File: config.mk
export PLATFORM = sky130hd
export DESIGN_NAME = sys_ctrl
export DESIGN_NICKNAME = d
export VERILOG_FILES = /design/src/rtl/sys_ctrl_pkg.sv /design/src/rtl/sys_ctrl.sv
export SDC_FILE = /design/constraint.sdc
export NUM_CORES = 1
export LEC_CHECK = 0
export CORE_MARGIN = 2
export CORE_UTILIZATION = 40
export CTS_BUF_LIST = sky130_fd_sc_hd__clkbuf_8
export DETAILED_ROUTE_END_ITERATION = 16
export GPL_ROUTABILITY_DRIVEN = 0
export PLACE_DENSITY = 0.68
export SYNTH_ARGS = -nofsm -noshare
export SYNTH_HDL_FRONTEND = slang
export SYNTH_SLANG_ARGS = --single-unit
export TNS_END_PERCENT = 30
File: constraint.sdc
create_clock -name clk -period 4.45 [get_ports clk]
set_clock_uncertainty 0.1 [all_clocks]
set_input_delay 0.6675 -clock clk [delete_from_list [all_inputs] [get_ports clk]]
set_output_delay 0.6675 -clock clk [all_outputs]
set_load 0.01 [all_outputs]
File: src/rtl/sys_ctrl_pkg.sv
// Shared opcodes, operand addresses and FSM encoding for the system controller.
package sys_ctrl_pkg;

  localparam int unsigned OPC_WIDTH = 8;
  localparam int unsigned FUN_WIDTH = 4;

  localparam logic [OPC_WIDTH-1:0] OPC_RF_WR   = 8'hAA;
  localparam logic [OPC_WIDTH-1:0] OPC_RF_RD   = 8'hBB;
  localparam logic [OPC_WIDTH-1:0] OPC_ALU_OP  = 8'hCC;
  localparam logic [OPC_WIDTH-1:0] OPC_ALU_NOP = 8'hDD;

  localparam int unsigned OPA_ADDR = 0;
  localparam int unsigned OPB_ADDR = 1;

  typedef enum logic [3:0] {
    ST_IDLE     = 4'd0,
    ST_WR_ADDR  = 4'd1,
    ST_WR_DATA  = 4'd2,
    ST_RD_ADDR  = 4'd3,
    ST_RD_WAIT  = 4'd4,
    ST_RD_SEND  = 4'd5,
    ST_OP_A     = 4'd6,
    ST_OP_B     = 4'd7,
    ST_ALU_FUN  = 4'd8,
    ST_ALU_WAIT = 4'd9,
    ST_SEND_LO  = 4'd10,
    ST_SEND_HI  = 4'd11
  } state_e;

  // States in which the ALU clock must be running.
  function automatic logic alu_clk_needed(state_e s);
    return s inside {ST_OP_A, ST_OP_B, ST_ALU_FUN, ST_ALU_WAIT};
  endfunction

endpackage

File: src/rtl/sys_ctrl.sv
// Command-frame controller: decodes UART bytes into register-file and ALU
// operations and pushes response bytes into the TX FIFO.
module sys_ctrl
  import sys_ctrl_pkg::*;
#(
  parameter int unsigned DATA_WIDTH = 8,
  parameter int unsigned ADDR_WIDTH = 4
) (
  input  logic                      clk,
  input  logic                      rst_n,
  input  logic [DATA_WIDTH-1:0]     RX_P_DATA,
  input  logic                      RX_D_VLD,
  output logic [ADDR_WIDTH-1:0]     RF_Address,
  output logic                      RF_WrEn,
  output logic                      RF_RdEn,
  output logic [DATA_WIDTH-1:0]     RF_WrData,
  input  logic [DATA_WIDTH-1:0]     RF_RdData,
  input  logic                      RF_RdData_VLD,
  output logic [FUN_WIDTH-1:0]      ALU_FUN,
  output logic                      ALU_EN,
  output logic                      CLK_GATE_EN,
  input  logic [2*DATA_WIDTH-1:0]   ALU_OUT,
  input  logic                      ALU_OUT_VLD,
  output logic [DATA_WIDTH-1:0]     TX_P_DATA,
  output logic                      TX_D_VLD,
  input  logic                      FIFO_FULL,
  output logic                      cmd_err
);

  localparam int unsigned RES_WIDTH = 2 * DATA_WIDTH;

  state_e                  state_q, state_d;
  logic [ADDR_WIDTH-1:0]   addr_q, addr_d;
  logic [RES_WIDTH-1:0]    res_q, res_d;

  logic [ADDR_WIDTH-1:0]   rf_addr_q, rf_addr_d;
  logic                    rf_wren_q, rf_wren_d;
  logic                    rf_rden_q, rf_rden_d;
  logic [DATA_WIDTH-1:0]   rf_wdata_q, rf_wdata_d;
  logic [FUN_WIDTH-1:0]    alu_fun_q, alu_fun_d;
  logic                    alu_en_q, alu_en_d;
  logic                    clk_gate_q, clk_gate_d;
  logic [DATA_WIDTH-1:0]   tx_data_q, tx_data_d;
  logic                    tx_vld_q, tx_vld_d;
  logic                    cmd_err_q, cmd_err_d;

  // Next-state and registered-output decode.
  always_comb begin
    state_d    = state_q;
    addr_d     = addr_q;
    res_d      = res_q;
    rf_addr_d  = rf_addr_q;
    rf_wdata_d = rf_wdata_q;
    alu_fun_d  = alu_fun_q;
    tx_data_d  = tx_data_q;
    rf_wren_d  = 1'b0;
    rf_rden_d  = 1'b0;
    alu_en_d   = 1'b0;
    tx_vld_d   = 1'b0;
    cmd_err_d  = 1'b0;

    unique case (state_q)
      ST_IDLE: begin
        if (RX_D_VLD) begin
          if (RX_P_DATA == DATA_WIDTH'(OPC_RF_WR))        state_d = ST_WR_ADDR;
          else if (RX_P_DATA == DATA_WIDTH'(OPC_RF_RD))   state_d = ST_RD_ADDR;
          else if (RX_P_DATA == DATA_WIDTH'(OPC_ALU_OP))  state_d = ST_OP_A;
          else if (RX_P_DATA == DATA_WIDTH'(OPC_ALU_NOP)) state_d = ST_ALU_FUN;
          else                                            cmd_err_d = 1'b1;
        end
      end
      ST_WR_ADDR: begin
        if (RX_D_VLD) begin
          addr_d  = RX_P_DATA[ADDR_WIDTH-1:0];
          state_d = ST_WR_DATA;
        end
      end
      ST_WR_DATA: begin
        if (RX_D_VLD) begin
          rf_wren_d  = 1'b1;
          rf_addr_d  = addr_q;
          rf_wdata_d = RX_P_DATA;
          state_d    = ST_IDLE;
        end
      end
      ST_RD_ADDR: begin
        if (RX_D_VLD) begin
          rf_rden_d = 1'b1;
          rf_addr_d = RX_P_DATA[ADDR_WIDTH-1:0];
          state_d   = ST_RD_WAIT;
        end
      end
      // With room in the FIFO the byte goes out straight away, saving a cycle.
      ST_RD_WAIT: begin
        if (RF_RdData_VLD) begin
          res_d = RES_WIDTH'(RF_RdData);
          if (!FIFO_FULL) begin
            tx_vld_d  = 1'b1;
            tx_data_d = RF_RdData;
            state_d   = ST_IDLE;
          end else begin
            state_d   = ST_RD_SEND;
          end
        end
      end
      ST_RD_SEND: begin
        if (!FIFO_FULL) begin
          tx_vld_d  = 1'b1;
          tx_data_d = res_q[DATA_WIDTH-1:0];
          state_d   = ST_IDLE;
        end
      end
      ST_OP_A: begin
        if (RX_D_VLD) begin
          rf_wren_d  = 1'b1;
          rf_addr_d  = ADDR_WIDTH'(OPA_ADDR);
          rf_wdata_d = RX_P_DATA;
          state_d    = ST_OP_B;
        end
      end
      ST_OP_B: begin
        if (RX_D_VLD) begin
          rf_wren_d  = 1'b1;
          rf_addr_d  = ADDR_WIDTH'(OPB_ADDR);
          rf_wdata_d = RX_P_DATA;
          state_d    = ST_ALU_FUN;
        end
      end
      ST_ALU_FUN: begin
        if (RX_D_VLD) begin
          alu_fun_d = RX_P_DATA[FUN_WIDTH-1:0];
          alu_en_d  = 1'b1;
          state_d   = ST_ALU_WAIT;
        end
      end
      ST_ALU_WAIT: begin
        if (ALU_OUT_VLD) begin
          res_d = ALU_OUT;
          if (!FIFO_FULL) begin
            tx_vld_d  = 1'b1;
            tx_data_d = ALU_OUT[DATA_WIDTH-1:0];
            state_d   = ST_SEND_HI;
          end else begin
            state_d   = ST_SEND_LO;
          end
        end
      end
      ST_SEND_LO: begin
        if (!FIFO_FULL) begin
          tx_vld_d  = 1'b1;
          tx_data_d = res_q[DATA_WIDTH-1:0];
          state_d   = ST_SEND_HI;
        end
      end
      ST_SEND_HI: begin
        if (!FIFO_FULL) begin
          tx_vld_d  = 1'b1;
          tx_data_d = res_q[RES_WIDTH-1:DATA_WIDTH];
          state_d   = ST_IDLE;
        end
      end
      default: state_d = ST_IDLE;
    endcase

    clk_gate_d = alu_clk_needed(state_d);
  end

  // State and output registers; reset clears everything in the same edge.
  always_ff @(posedge clk) begin
    if (!rst_n) begin
      state_q    <= ST_IDLE;
      addr_q     <= '0;
      res_q      <= '0;
      rf_addr_q  <= '0;
      rf_wren_q  <= 1'b0;
      rf_rden_q  <= 1'b0;
      rf_wdata_q <= '0;
      alu_fun_q  <= '0;
      alu_en_q   <= 1'b0;
      clk_gate_q <= 1'b0;
      tx_data_q  <= '0;
      tx_vld_q   <= 1'b0;
      cmd_err_q  <= 1'b0;
    end else begin
      state_q    <= state_d;
      addr_q     <= addr_d;
      res_q      <= res_d;
      rf_addr_q  <= rf_addr_d;
      rf_wren_q  <= rf_wren_d;
      rf_rden_q  <= rf_rden_d;
      rf_wdata_q <= rf_wdata_d;
      alu_fun_q  <= alu_fun_d;
      alu_en_q   <= alu_en_d;
      clk_gate_q <= clk_gate_d;
      tx_data_q  <= tx_data_d;
      tx_vld_q   <= tx_vld_d;
      cmd_err_q  <= cmd_err_d;
    end
  end

  assign RF_Address  = rf_addr_q;
  assign RF_WrEn     = rf_wren_q;
  assign RF_RdEn     = rf_rden_q;
  assign RF_WrData   = rf_wdata_q;
  assign ALU_FUN     = alu_fun_q;
  assign ALU_EN      = alu_en_q;
  assign CLK_GATE_EN = clk_gate_q;
  assign TX_P_DATA   = tx_data_q;
  assign TX_D_VLD    = tx_vld_q;
  assign cmd_err     = cmd_err_q;

endmodule

==> results.toml, run 1 <==
[floorplan]
core_um2 = 6280
num_io_pins = 68
rows = 29
chipHeight_um = 83.9
start_util_pct = 40.7
die_w_um = 83.9
die_area_um2 = 7040

[layout]
layout.nets = 393
diodes = 0
final_area_um2 = 3340
drive_gt1_share_pct = 5.62
layout-area-overhead-vs-synth_pct = 30.7
post-route-util_pct = 53.2

[routing]
vias = 2393
viasPerCell = 5.53
drt_iter0_drc = 220
wl_per_cell_um = 15.4
antenna_left = 0
wirelength_um = 6680
dr.pass1.iters = 4
drc = 0

[worst_hold_path]
worstHoldPathType = "flip-flop to flip-flop"
worstHoldStart = "res_q[14]"

[synth]
netlist_instances = 301
synth_edf_count = 0
synth-xor-area-share_pct = 0.343
syn_nets = 339
synth_top_family_by_area = "simple AND/OR/NAND/NOR gates"
yosys_most_used_dff = "dfxtp_1"
ys_warn_count = 0
async_flop_share_pct = 0
ys_ff_latch = 54
synth_compound_area_share_pct = 22.8
synth_area_leader_cell = "dfxtp_1"
syn_area_per_cell_um2 = 8.48
synth-adder-area-share_pct = 0
synthSimpleGateAreaFrac_pct = 24.0
synthTopCellsByCount = "54 x dfxtp_1, 48 x nand2_1, 33 x nor2_1, 17 x a21oi_1"
netlist_area_um2 = 2550
yosysUniqueCellTypes = 47
ys_top_cells_by_area = "dfxtp_1 42%, nand2_1 7.1%, mux2i_1 5.1%"
yosysMostFrequentCell = "dfxtp_1"
synth_top_area_share_pct = 42.3
yosysSeqAreaShare_pct = 42.3
synth_mux_area_share_pct = 5.54

[clock_tree]
cts_resized = 0
cts_tree = "yes"
postCtsSetupRepairBufs = 0
cts.clk_slew.worst_paths_ns = 0.10
clock_latency_ns = 0.31
clkSinkCount = 54
clockBufferDepth = 2
cts_buffers = 5
cts_root_buf = "clkbuf_8"
cts_max_level = 2
cts_hold_buf = 0

[setup_path]
worstPathMaxFanout = 25
reg2reg_slack_ns = 1.67
worstPathArrival_ns = 2.92
worstSetupEndpoint = "TX_P_DATA[7]"
endpoint_kind = "flip-flop"
start_kind = "flip-flop"
r2r-start = "state_q[0]"
path_class = "flip-flop to flip-flop"
worst_ep_required_time_ns = 4.59
crit_start = "state_q[0]"
r2r-end = "TX_P_DATA[7]"
reg2reg_depth = 4

[timing]
final.min_clock_period_ns = 2.78
slew_headroom_pct = 44.2
worst_pin_slew_ns = 0.837
finalCritPeriodShare_pct = 62.5
final_max_slew_viol_count = 0
fmax_mhz = 360
finalSetupTns_ns = 0
rsz0062_at_grt = "false"
hold_viol_final = 0
setup_viol = 0

[global_route]
grt_pass1_wl_um = 11100
grt_pass1_vias = 2238
grt_overflow_total = 0
grt_usage_pct = 19.2
grt_max_degree = 26
antenna_found_initial = 0

[run]
drv_cap = 0

[status]
outcome = "completed"

[power]
p_leak_nw = 1.16
power_mw = 0.934
peakVddDrop_mv = 0.195
power_density_nw_per_um2 = 280

[place]
place_area_um2 = 3220
hpwlAfterDp_um = 4740
portBuffers = 67
==> state kept, by name, summed over array words and instances, names as in the netlist <==
signal and count:
RF_Address 4, ALU_FUN 4, state_q 4, RF_WrData 8, ALU_EN 1, TX_P_DATA 8, res_q 16, cmd_err 1
RF_WrEn 1, RF_RdEn 1, CLK_GATE_EN 1, addr_q 4, TX_D_VLD 1
==> worst max-delay path: stages, from the launching register on <==
cell and delay, ns:
dfxtp_1 0.85, nor2b_1 0.52, and2_1 0.76, a222oi_1 0.30, a31oi_1 0.20
==> logic make-up after synthesis <==
family          count (synthesis)
simple gates                  127
mux                            14
flops                          54
buf+inv                        25
xor+xnor                        1
compound gates                 80
==> cell type report <==
cell class,count,area (um2)
Fill cell,586,2940
Clock inverter,2,38.8
Inverter,4,15.0
Timing Repair Buffer,68,678
Tap cell,77,96.3
Clock buffer,6,82.6
Sequential cell,54,1080
Multi-Input combinational cell,222,1350
==> stage by stage <==
stage | std cells | hold WS [ns] | setup WS [ns]
floorplan | 301 | 0.331 | 2.43
global placement | 425 | 0.345 | 1.70
detailed placement | 425 | 0.355 | 1.70
CTS | 433 | 0.369 | 1.73
global route | 433 | 0.398 | 1.37
finish | 433 | 0.363 | 1.67
==> routing by layer <==
metal / vias up / GRT usage [%] / part of all wire [%]
met4: 0 / 3.96 / 0.84
li1: 1201 / - / -
met1: 1120 / 30.2 / 50
met2: 64 / 27.4 / 44
met5: - / 0 / 0
met3: 8 / 2.97 / 4.7
==> placed cells by master, fill, tap and decap left out, drive strengths merged, types with 3 or more instances in the layout <==
master	instances
clkbuf	6
o21ai	18
a221oi	3
inv	5
nor3b	4
a222oi	8
nand3	15
nor3	4
nand2	48
mux2i	13
o22ai	3
a311oi	8
and2	6
and3	3
nor2	33
a21oi	19
dfxtp	54
a31oi	12
nor2b	3
clkdlybuf4s50	67
==> power breakdown <==
group,switching (mW),internal (mW)
clock network,0.163,0.185
logic,0.0423,0.0477
registers,0.00742,0.488
==> how the worst min path moves through the flow <==
stage,endpoint,depth (start not counted),slack (ns)
floorplan,res_q[15],2,0.33
global placement,res_q[8],2,0.35
detailed placement,res_q[14],2,0.35
CTS,res_q[14],2,0.37
global route,addr_q[1],2,0.40
finish,res_q[14],2,0.36
No activity file was read; power rests on OpenSTA's default activity.
==> inputs of run 2 (changes only) <==
--- a/config.mk
+++ b/config.mk
@@ -10,7 +10,7 @@
 export CTS_BUF_LIST = sky130_fd_sc_hd__clkbuf_8
 export DETAILED_ROUTE_END_ITERATION = 16
 export GPL_ROUTABILITY_DRIVEN = 0
-export PLACE_DENSITY = 0.68
+export PLACE_DENSITY = 0.71
 export SYNTH_ARGS = -nofsm -noshare
 export SYNTH_HDL_FRONTEND = slang
 export SYNTH_SLANG_ARGS = --single-unit
==> constraint.sdc (replaced) <==
create_clock -name clk -period 2.5 [get_ports clk]
set_clock_uncertainty 0.1 [all_clocks]
set_input_delay 0.375 -clock clk [delete_from_list [all_inputs] [get_ports clk]]
set_output_delay 0.375 -clock clk [all_outputs]
set_load 0.01 [all_outputs]
==> run 2 against run 1 <==
Net effect:
- setup slack worse by 1.3 ns
- design area up 3.4%
- critical path depth up 1
- die area unchanged
- clock-buffer cell count down 1
- clock power up 65%
- total power up 74%
- cell count up 3.9%
- register-to-register slack worse by 1.3 ns
- first-iteration DRC count up 33%
- critical endpoint is now res_q[3]
- highest routed layer unchanged
==> results.toml, run 2 (synthesis results as in run 1) <==
[clock_tree]
cts_tree = "yes"
cts_resized = 0
postCtsSetupRepairBufs = 0
clockBufferDepth = 2
clock_latency_ns = 0.31
cts_buffers = 5
cts_max_level = 2
clkSinkCount = 54
cts_root_buf = "clkbuf_8"
cts_hold_buf = 0
cts.clk_slew.worst_paths_ns = 0.09

[status]
outcome = "completed"

[place]
hpwlAfterDp_um = 4950
portBuffers = 67

[timing]
finalCritPeriodShare_pct = 85.3
worst_pin_slew_ns = 0.593
final_max_slew_viol_count = 0
slew_headroom_pct = 60.2
finalSetupTns_ns = 0
rsz0062_at_grt = "false"
fmax_mhz = 469
setup_viol = 0
hold_viol_final = 0
final.min_clock_period_ns = 2.13

[power]
pwr-share-seq_pct = 53.8
p_leak_nw = 1.25
intPower_mw = 1.26
sw_frac_of_total_pct = 22.9
peakVddDrop_mv = 0.239
power_density_nw_per_um2 = 472
power_mw = 1.63
pwr-share-clk_pct = 35.3
power.switching_mw = 0.373
combPwrFrac_pct = 10.9

[setup_path]
endpoint_kind = "flip-flop"
worstPathArrival_ns = 2.24
worst_ep_required_time_ns = 2.61
crit_buf_inv = 1
critPathSlowestCell = "dfxtp_1"
reg2reg_slack_ns = 0.37
worstPathMaxFanout = 13
slowest_delay_ns = 0.56
start_kind = "flip-flop"
path_cells = "nor2b_1, and2_1, buf_4, nand2_1, a311oi_1"
critical-path-top-delay-family = "simple AND/OR/NAND/NOR gates"
path_class = "flip-flop to flip-flop"

[routing]
viasPerCell = 5.47
drc = 0
wirelength_um = 6650
vias = 2461
drt_iter0_drc = 293
dr.pass1.iters = 4
wl_per_cell_um = 14.8
antenna_left = 0

[floorplan]
start_util_pct = 40.7
core_um2 = 6280
die_w_um = 83.9
num_io_pins = 68
rows = 29
die_area_um2 = 7040
chipHeight_um = 83.9

[layout]
diodes = 0
nFillCells = 587
largest_reg_flops = 16
layout.nets = 410
layout_commonest_cell = "clkdlybuf4s50_1"
mostFrequentLayoutCells = "67 x clkdlybuf4s50_1, 54 x dfxtp_1, 48 x nand2_1, 33 x nor2_1, 18 x buf_4"
layout-area-overhead-vs-synth_pct = 35.1
largest-register = "res_q"
drive_gt1_share_pct = 9.38

[worst_hold_path]
worstHoldPathType = "flip-flop to flip-flop"

[global_route]
grt_usage_pct = 19.6
grt_overflow_total = 0
grt_pass1_vias = 2346
antenna_found_initial = 0
grt_pass1_wl_um = 11300
grt_max_degree = 25

[run]
drv_cap = 0
[run 2: cell count changes in the layout (fill, tap and decap cells not counted), sizes merged]
cell	change
buf	+17
clkbuf	-1
inv	+1
[run 2: metrics by stage]
step           util (%)  instance area, um2  std cells  setup WS, ns  hold WS [ns]
6_report           55.0                3450        450         0.368         0.359
2_1_floorplan         -                2550        301         0.776         0.331
4_1_cts            55.0                3450        450         0.397         0.360
3_5_place_dp       53.3                3340        442         0.141         0.347
3_3_place_gp       53.3                3340        442         0.226         0.343
5_1_grt            55.0                3450        450         0.173         0.394
[run 2: worst paths after layout]
check / end / startpoint / cells past startpoint
hold / removal: addr_q[0] / addr_q[0] / 2
setup / recovery: res_q[3] / state_q[0] / 5
setup reg to reg: res_q[3] / state_q[0] / 5
hold reg to reg: addr_q[0] / addr_q[0] / 2
[run 2: area by class of cell]
| cell class | instances | area (um2) | share of cell area (%) |
|---|---|---|---|
| Sequential cell | 54 | 1080 | 31.3 |
| Clock inverter | 3 | 37.5 | 1.09 |
| Clock buffer | 5 | 68.8 | 1.99 |
| Inverter | 4 | 15.0 | 0.435 |
| Multi-Input combinational cell | 222 | 1350 | 39.0 |
| Tap cell | 77 | 96.3 | 2.79 |
| Timing Repair Buffer | 85 | 806 | 23.4 |
[run 2: power groups by stage]
stage	Combinational [mW]	Clock, mW	Sequential (mW)
detailed placement	0.176	0	0.897
finish	0.177	0.575	0.877
CTS	0.177	0.584	0.877
floorplan	0.0691	0	0.896
global route	0.192	0.617	0.879
global placement	0.174	0	0.897
[run 2: routing by layer]
metal | wire, um | vias up | global-route usage (%)
li1 | - | 1236 | -
met3 | 343 | 7 | 4.15
met4 | 77 | 0 | 5.13
met1 | 3120 | 1150 | 27.4
met5 | 0 | - | 0
met2 | 3110 | 68 | 30.8
[run 2: worst reg2reg max path, stage by stage (launching register included)]
cell	delay, ns
dfxtp_1	0.56
nor2b_1	0.51
and2_1	0.30
buf_4	0.22
nand2_1	0.07
a311oi_1	0.28
